## config.mk

```make
export PLATFORM = sky130hd
export DESIGN_NAME = deadlock_token_monitor
export DESIGN_NICKNAME = d
export VERILOG_FILES = /design/src/rtl/deadlock_mon_pkg.sv /design/src/rtl/deadlock_stable_cnt.sv /design/src/rtl/deadlock_token_monitor.sv
export SDC_FILE = /design/constraint.sdc
export NUM_CORES = 1
export LEC_CHECK = 0
export CORE_ASPECT_RATIO = 1.2
export CORE_UTILIZATION = 34
export CTS_CLUSTER_SIZE = 40
export DETAILED_ROUTE_END_ITERATION = 7
export GPL_ROUTABILITY_DRIVEN = 0
export HOLD_SLACK_MARGIN = 0.06
export MAX_ROUTING_LAYER = met4
export SLEW_MARGIN = 20
export SYNTH_ARGS = -nofsm -noshare
export SYNTH_HDL_FRONTEND = slang
export SYNTH_SLANG_ARGS = --single-unit
```

## constraint.sdc

```tcl
create_clock -name dl_clock -period 3.7 [get_ports dl_clock]
set_input_delay 0.74 -clock dl_clock [delete_from_list [all_inputs] [get_ports dl_clock]]
set_output_delay 0.74 -clock dl_clock [all_outputs]
set_load 0.02 [all_outputs]
```

## src/rtl/deadlock_mon_pkg.sv

```systemverilog
// Shared state encoding and bit helpers for the deadlock token monitor.
package deadlock_mon_pkg;
  localparam int MAX_PROC = 32;

  typedef enum logic {
    ST_SCAN  = 1'b0,
    ST_TOKEN = 1'b1
  } state_t;

  // Keeps only the lowest set bit (two's-complement trick); zero maps to zero.
  function automatic logic [MAX_PROC-1:0] lowest_set(input logic [MAX_PROC-1:0] v);
    return v & (~v + MAX_PROC'(1));
  endfunction
endpackage

```

## src/rtl/deadlock_stable_cnt.sv

```systemverilog
// Per-process saturating blocked-cycle counter; o_stable once it reaches STABLE_CNT.
module deadlock_stable_cnt #(
  parameter int STABLE_CNT = 16
) (
  input  logic dl_clock,
  input  logic dl_reset,
  input  logic i_blocked,
  output logic o_stable
);
  localparam int CW = $clog2(STABLE_CNT + 1);
  localparam logic [CW-1:0] CNT_MAX = CW'(STABLE_CNT);

  logic [CW-1:0] r_cnt;

  always_ff @(posedge dl_clock) begin
    if (dl_reset || !i_blocked) begin
      r_cnt <= '0;
    end else if (r_cnt != CNT_MAX) begin
      r_cnt <= r_cnt + CW'(1);
    end
  end

  assign o_stable = (r_cnt == CNT_MAX);
endmodule

```

## src/rtl/deadlock_token_monitor.sv

```systemverilog
// Flags stably blocked processes and walks a one-hot token along the wait-for graph.
// Optional token-walk watchdog enabled by DEADLOCK_TOKEN_MONITOR_TIMEOUT_EN.
//   state    | meaning
//   ST_SCAN  | publish processes whose whole dependency set is stably blocked
//   ST_TOKEN | publish the one-hot token holder while it walks the cycle
module deadlock_token_monitor
  import deadlock_mon_pkg::*;
#(
  parameter int PROC_NUM    = 2,
  parameter int STABLE_CNT  = 16,
  parameter int TOK_TIMEOUT = 64
) (
  input  logic                         dl_clock,
  input  logic                         dl_reset,
  input  logic [PROC_NUM-1:0]          proc_blocked,
  input  logic [PROC_NUM*PROC_NUM-1:0] dep_vec,
  input  logic [PROC_NUM-1:0]          origin,
  input  logic                         token_clear,
  output logic [PROC_NUM-1:0]          dl_in_vec,
  output logic                         tok_active,
  output logic                         tok_timeout
);
  state_t              r_state, w_state_nxt;
  logic [PROC_NUM-1:0] r_token, w_token_nxt;
  logic [PROC_NUM-1:0] r_dl_in_vec, w_dl_nxt;
  logic                r_tok_timeout, w_tmo_nxt, w_tmo_hit;
  logic [PROC_NUM-1:0] w_stable, w_scan_vec, w_hold_row, w_cand, w_cand_low, w_origin_1h, w_adv;

  for (genvar gi = 0; gi < PROC_NUM; gi++) begin : g_cnt
    deadlock_stable_cnt #(.STABLE_CNT(STABLE_CNT)) u_cnt (
      .dl_clock  (dl_clock),
      .dl_reset  (dl_reset),
      .i_blocked (proc_blocked[gi]),
      .o_stable  (w_stable[gi])
    );
  end

  // An empty dependency row never qualifies: a process waiting on nobody is not deadlocked.
  always_comb begin
    w_scan_vec = '0;
    w_hold_row = '0;
    for (int i = 0; i < PROC_NUM; i++) begin
      w_scan_vec[i] = w_stable[i] && (|dep_vec[i*PROC_NUM +: PROC_NUM]) &&
                      ((dep_vec[i*PROC_NUM +: PROC_NUM] & ~w_stable) == '0);
      if (r_token[i]) w_hold_row = w_hold_row | dep_vec[i*PROC_NUM +: PROC_NUM];
    end
  end

  assign w_cand      = w_hold_row & w_stable;
  assign w_cand_low  = PROC_NUM'(lowest_set(MAX_PROC'(w_cand)));
  assign w_origin_1h = PROC_NUM'(lowest_set(MAX_PROC'(origin)));
  assign w_adv       = (w_cand != '0) ? w_cand_low : r_token;

`ifdef DEADLOCK_TOKEN_MONITOR_TIMEOUT_EN
  localparam int TW = $clog2(TOK_TIMEOUT + 1);
  logic [TW-1:0] r_tok_cnt;

  always_ff @(posedge dl_clock) begin
    if (dl_reset || r_state != ST_TOKEN) begin
      r_tok_cnt <= '0;
    end else begin
      r_tok_cnt <= r_tok_cnt + TW'(1);
    end
  end

  assign w_tmo_hit = (r_state == ST_TOKEN) && (r_tok_cnt == TW'(TOK_TIMEOUT - 1));
`else
  logic w_unused_tmo;
  assign w_unused_tmo = (TOK_TIMEOUT > 0);
  assign w_tmo_hit    = 1'b0;
`endif

  always_comb begin
    w_state_nxt = r_state;
    w_token_nxt = r_token;
    w_dl_nxt    = '0;
    w_tmo_nxt   = 1'b0;
    case (r_state)
      ST_SCAN: begin
        if (origin != '0 && !token_clear) begin
          w_state_nxt = ST_TOKEN;
          w_token_nxt = w_origin_1h;
          w_dl_nxt    = w_origin_1h;
        end else begin
          w_dl_nxt = w_scan_vec;
        end
      end
      ST_TOKEN: begin
        if (token_clear) begin
          w_state_nxt = ST_SCAN;
          w_token_nxt = '0;
        end else if (w_tmo_hit) begin
          w_state_nxt = ST_SCAN;
          w_token_nxt = '0;
          w_tmo_nxt   = 1'b1;
        end else if (origin != '0) begin
          w_token_nxt = w_origin_1h;
          w_dl_nxt    = w_origin_1h;
        end else begin
          w_token_nxt = w_adv;
          w_dl_nxt    = w_adv;
        end
      end
    endcase
  end

  always_ff @(posedge dl_clock) begin
    if (dl_reset) begin
      r_state       <= ST_SCAN;
      r_token       <= '0;
      r_dl_in_vec   <= '0;
      r_tok_timeout <= 1'b0;
    end else begin
      r_state       <= w_state_nxt;
      r_token       <= w_token_nxt;
      r_dl_in_vec   <= w_dl_nxt;
      r_tok_timeout <= w_tmo_nxt;
    end
  end

  assign dl_in_vec   = r_dl_in_vec;
  assign tok_active  = (r_state == ST_TOKEN);
  assign tok_timeout = r_tok_timeout;
endmodule

```

[Word level (Yosys, flattened, before mapping)]
Index checks and enable logic that the tools add are counted.
Operators by class
  mux-type cells: 12
  add/subtract/negate cells: 4
  reductions and logical operators: 16
  bitwise gates (word level): 10
  eq/ne operators: 5
Operators with widths (number)
  2-bit 2-to-1 mux: 7
  5-bit by 1-bit adder with 5-bit output (second input constant): 2
  2-bit bitwise AND: 5
  5-bit equality test (second input constant): 2
  5-bit != test (second input constant): 2
  2-bit case mux with 2 select lines: 2
  2-bit inverter: 3
  1-bit logical AND: 5
  2-bit by 1-bit adder with 2-bit output (second input constant): 2
  2-bit logical NOT: 2
  2-bit nonzero test: 2
  2-bit OR reduction: 2
  1-bit logical NOT: 3
  1-bit logical OR: 2
  1-bit 2-to-1 mux: 2
  2-bit != test (second input constant): 1
  2-bit bitwise OR: 1
  1-bit case mux with 2 select lines: 1
  1-bit inverter: 1
Storage, ports and cells
  register bits: 15
  output and inout port bits: 4
  word-level logic and storage cells: 52

[Longest topological paths before layout]
  depth in word-level cells: 11
  depth in mapped cells: 7
  gate-level depth less buffers: 6

[Cells and area by module]
A second synthesis with hierarchy kept.
Unflattened totals
  cell total of the unflattened synthesis: 88
  area total of the unflattened synthesis: 792.0 um2
By module, submodules not included
  deadlock_stable_cnt: sequential area each 100.1 um2, cells each 24, area an instance 235.2 um2, instances 2
  deadlock_token_monitor: sequential area each 100.1 um2, cells each 40, area an instance 321.6 um2, instances 1

[Least setup slack after synthesis]
Ideal clock, no wire load.
  path kind: in2reg
  start: input port origin[1]
  end: register r_dl_in_vec[0] (netlist: dl_in_vec[0])
  stages: 3
  arrival: 1534 ps
  library setup time: 74 ps
  slack: 2092 ps
  path through: o21ba_2 or4_1 a31oi_1
On the way
  cells in the longest elaborated chain, start to end: 4
  elaborated cells between the ends (all ways): 6
Ends and longest elaborated chain
  from (decl): line deadlock_token_monitor.sv:17  | input logic [PROC_NUM-1:0] origin,
  2-bit nonzero test *: line deadlock_token_monitor.sv:80, deadlock_token_monitor.sv:96
  2-bit 2-to-1 mux or 1-bit logical AND (tied branches): line deadlock_token_monitor.sv:96, deadlock_token_monitor.sv:80
  2-bit 2-to-1 mux, on equally long branches: line deadlock_token_monitor.sv:89, deadlock_token_monitor.sv:80
  2-bit case mux with 2 select lines *: line deadlock_token_monitor.sv:78  | case (r_state)
  to (signal assigned): line deadlock_token_monitor.sv:116  | r_dl_in_vec <= w_dl_nxt;
  to (decl): line deadlock_token_monitor.sv:25  | logic [PROC_NUM-1:0] r_dl_in_vec, w_dl_nxt;
Every way passes the cells marked *; elsewhere a longest branch is shown, timed or not.
A chain may end at the register's enable or synchronous reset.

[Worst setup path in the final report]
  start: register r_state (netlist: tok_active)
  end: output port tok_active
RTL lines
  from (decl): line deadlock_token_monitor.sv:23  | state_t r_state, w_state_nxt;
  from (signal assigned): line deadlock_token_monitor.sv:114  | r_state <= w_state_nxt;
  to (decl): line deadlock_token_monitor.sv:20  | output logic tok_active,
No word-level cell between the ends.

==> impl_metrics.json <==
{
  "status": "finished clean",
  "core-area_um2": 2072,
  "yosys.area.top_type": "dfxtp_1",
  "rsz0062_at_grt": "false",
  "crit_buf_inv": 1,
  "antenna_left": 0,
  "synth_top_area_share": 0.3987,
  "cpPeakStageDelay_ps": 650,
  "fin_hold_ws_ps": 492.5,
  "cts_buffer_depth": 2,
  "slowest_stage": "clkdlybuf4s50_1",
  "antenna_found_initial": 0,
  "syn_inst": 83,
  "finalNetCount": 113,
  "grt_overflow": 0,
  "hold_viol": 0,
  "syn-num-nets": 98,
  "synth_area_per_cell_um2": 9.075,
  "die-width_um": 44.97,
  "synth_ff_type": "dfxtp_1",
  "drv_slew": 0,
  "power_density_nw_per_um2": 327.2,
  "cts_tree": "built",
  "clkLatencyLatePin_ps": 280,
  "dp_cells": 123,
  "n_antenna_cell": 0,
  "num_rows": 18,
  "via_per_inst": 4.850,
  "pwr-share-comb": 0.127,
  "synthTopCellsByArea": "dfxtp_1 (40%), ha_1 (6.6%), nor2_1 (6.0%)",
  "leakagePower_nw": 0.3377,
  "die-area_um2": 2408,
  "cts.sink_count": 15,
  "ys_top_cells_by_count": "dfxtp_1 (15), nor2_1 (12), inv_1 (6), nand3_1 (5)",
  "synth_seq_cells": 15,
  "grt_pass1_wl_um": 2415,
  "fin_skew_ps": 2.482,
  "synth_edf_count": 0,
  "grt_max_degree": 10,
  "track_usage": 0.1414,
  "end_kind": "primary output",
  "yosysWarnings": 0,
  "peakVddDrop_v": 0.0001908,
  "clkPwrFrac": 0.309,
  "drive_gt1_frac": 0.05155,
  "finalSetupTns_ps": 0,
  "critPathRequiredTime_ps": 2960,
  "p_seq_frac": 0.564,
  "max_freq_mhz": 471.5,
  "die_height_um": 53.56,
  "numPortBuffers": 13,
  "cts_buffers": 3,
  "first_pass_iters": 4,
  "drt-wirelength-per-cell_um": 10.82,
  "clk_pin_slew_worst_paths_ps": 90,
  "vias": 616,
  "num_io_pins": 15,
  "min_period_ps": 2121,
  "yosysMostFrequentCell": "dfxtp_1",
  "start_util": 0.3635,
  "cts_root_buf": "clkbuf_4",
  "cts-htree-levels": 1,
  "p_int_w": 0.0002274,
  "synth_async_sr_flop_share": 0,
  "cts_hold_buffers": 0,
  "cp_data_arrival_time_ps": 1380,
  "grt_pass1_vias": 582,
  "start_kind": "flop",
  "layout_worst_path_cycle_share": 0.5732,
  "routed_wl_um": 1374,
  "drt_iter0_markers": 12,
  "cp_cell_sequence": "clkdlybuf4s50_1",
  "hp-class": "reg -> reg",
  "syn_area_um2": 753.2,
  "cts_resized": 0,
  "yosysUniqueCellTypes": 29,
  "hpwl_um": 1056,
  "area_delta_synth_final_pct": 22.76,
  "drc": 0,
  "final_cells": 127,
  "crit_type": "reg -> out",
  "max_cap_violations": 0,
  "finalSetupViolCount": 0,
  "post-cts-setup-buffers": 0,
  "critPathMaxFanout": 7,
  "path_delay_family": "buffers and inverters",
  "netSwitchingFraction": 0.2483,
  "ys_seq_area_frac": 0.3987,
  "netSwitchingPower_w": 0.00007514
}
[routing by layer]
layer | vias up | GRT usage | share of wire
met2 | 10 | 0.2246 | 0.52
met5 | - | - | 0
met3 | 2 | 0.03020 | 0.032
li1 | 311 | - | -
met1 | 293 | 0.1673 | 0.44
met4 | 0 | 0.07071 | 0.0058
[stage by stage]
stage | area, µm² | power [W] | worst slack [ps] | utilization
final | 924.6 | 0.0003026 | 1579 | 0.4463
after CTS | 924.6 | 0.0003086 | 1571 | 0.4463
after global placement | 897.1 | 0.0002127 | 1544 | 0.4330
after global routing | 924.6 | 0.0003256 | 1511 | 0.4463
after detailed placement | 897.1 | 0.0002130 | 1530 | 0.4330
after floorplan | 753.2 | 0.0001931 | 2092 | -
[worst min-delay path, delay by kind of cell, from the launching register on]
| kind | cells | cell delay [ps] |
|---|---|---|
| AOI/OAI and AO/OA | 1 | 50 |
| and+or+nand+nor | 1 | 60 |
| DFF | 1 | 340 |
[flip-flops by register name (all words and copies together) (netlist names)]
register and cells:
dl_in_vec 2, g_cnt.u_cnt.r_cnt 10, tok_active 1, r_token 2
[cell type report]
class / count / area (µm²)
Sequential cell: 15 / 300.3
Clock buffer: 3 / 22.52
Clock inverter: 1 / 5.005
Multi-Input combinational cell: 59 / 406.6
Fill cell: 214 / 1147
Tap cell: 30 / 37.54
Inverter: 6 / 22.52
Timing Repair Buffer: 13 / 130.1
[power groups by stage]
stage	registers (W)	clock network, W	logic (W)
2_1_floorplan	0.000175	0	0.0000179
3_3_place_gp	0.000174	0	0.0000383
3_5_place_dp	0.000174	0	0.0000387
4_1_cts	0.000171	0.0000991	0.0000388
5_1_grt	0.000172	0.000111	0.0000427
6_report	0.000171	0.0000934	0.0000384
[cells by family (layout without fill, tap and decap cells)]
family                     count (synthesis)  count (layout)  synth area share
AOI/OAI and AO/OA                         13              13            0.1246
xor gates and xnor gates                   8               8           0.09301
adders and majority gates                  4               4           0.06645
buffers and inverters                      9              23           0.06146
DFF                                       15              15            0.3987
muxes                                      3               3           0.03987
other                                      1               1          0.004979
and+or+nand+nor                           30              30            0.2110
[cells in the final DEF, fill, tap and decap left out, types with 2 or more instances in the layout]
master,netlist,final
dfxtp_1,15,15
nand2_1,2,2
ha_1,4,4
nor3_1,3,3
mux2i_1,3,3
a31oi_1,3,3
xor2_1,4,4
clkdlybuf4s50_1,0,13
nand2b_1,3,3
a21oi_1,3,3
nand3_1,5,5
inv_1,6,6
xnor2_1,4,4
nor2_1,12,12
clkbuf_4,0,3
[path summary, 6_finish.rpt]
| path | from | endpoint | slack [ps] | cells past startpoint |
|---|---|---|---|---|
| worst max-delay path | tok_active$_SDFF_PP0_ | tok_active | 1580 | 1 |
| worst min-delay path | r_token[1]$_SDFFE_PP0P_ | r_token[1]$_SDFFE_PP0P_ | 490 | 2 |
| worst max register to register | g_cnt[1].u_cnt.r_cnt[0]$_SDFFE_PP0N_ | dl_in_vec[0]$_SDFF_PP0_ | 1970 | 6 |
| worst min register to register | r_token[1]$_SDFFE_PP0P_ | r_token[1]$_SDFFE_PP0P_ | 490 | 2 |
Power figures use the tool's default switching activity.
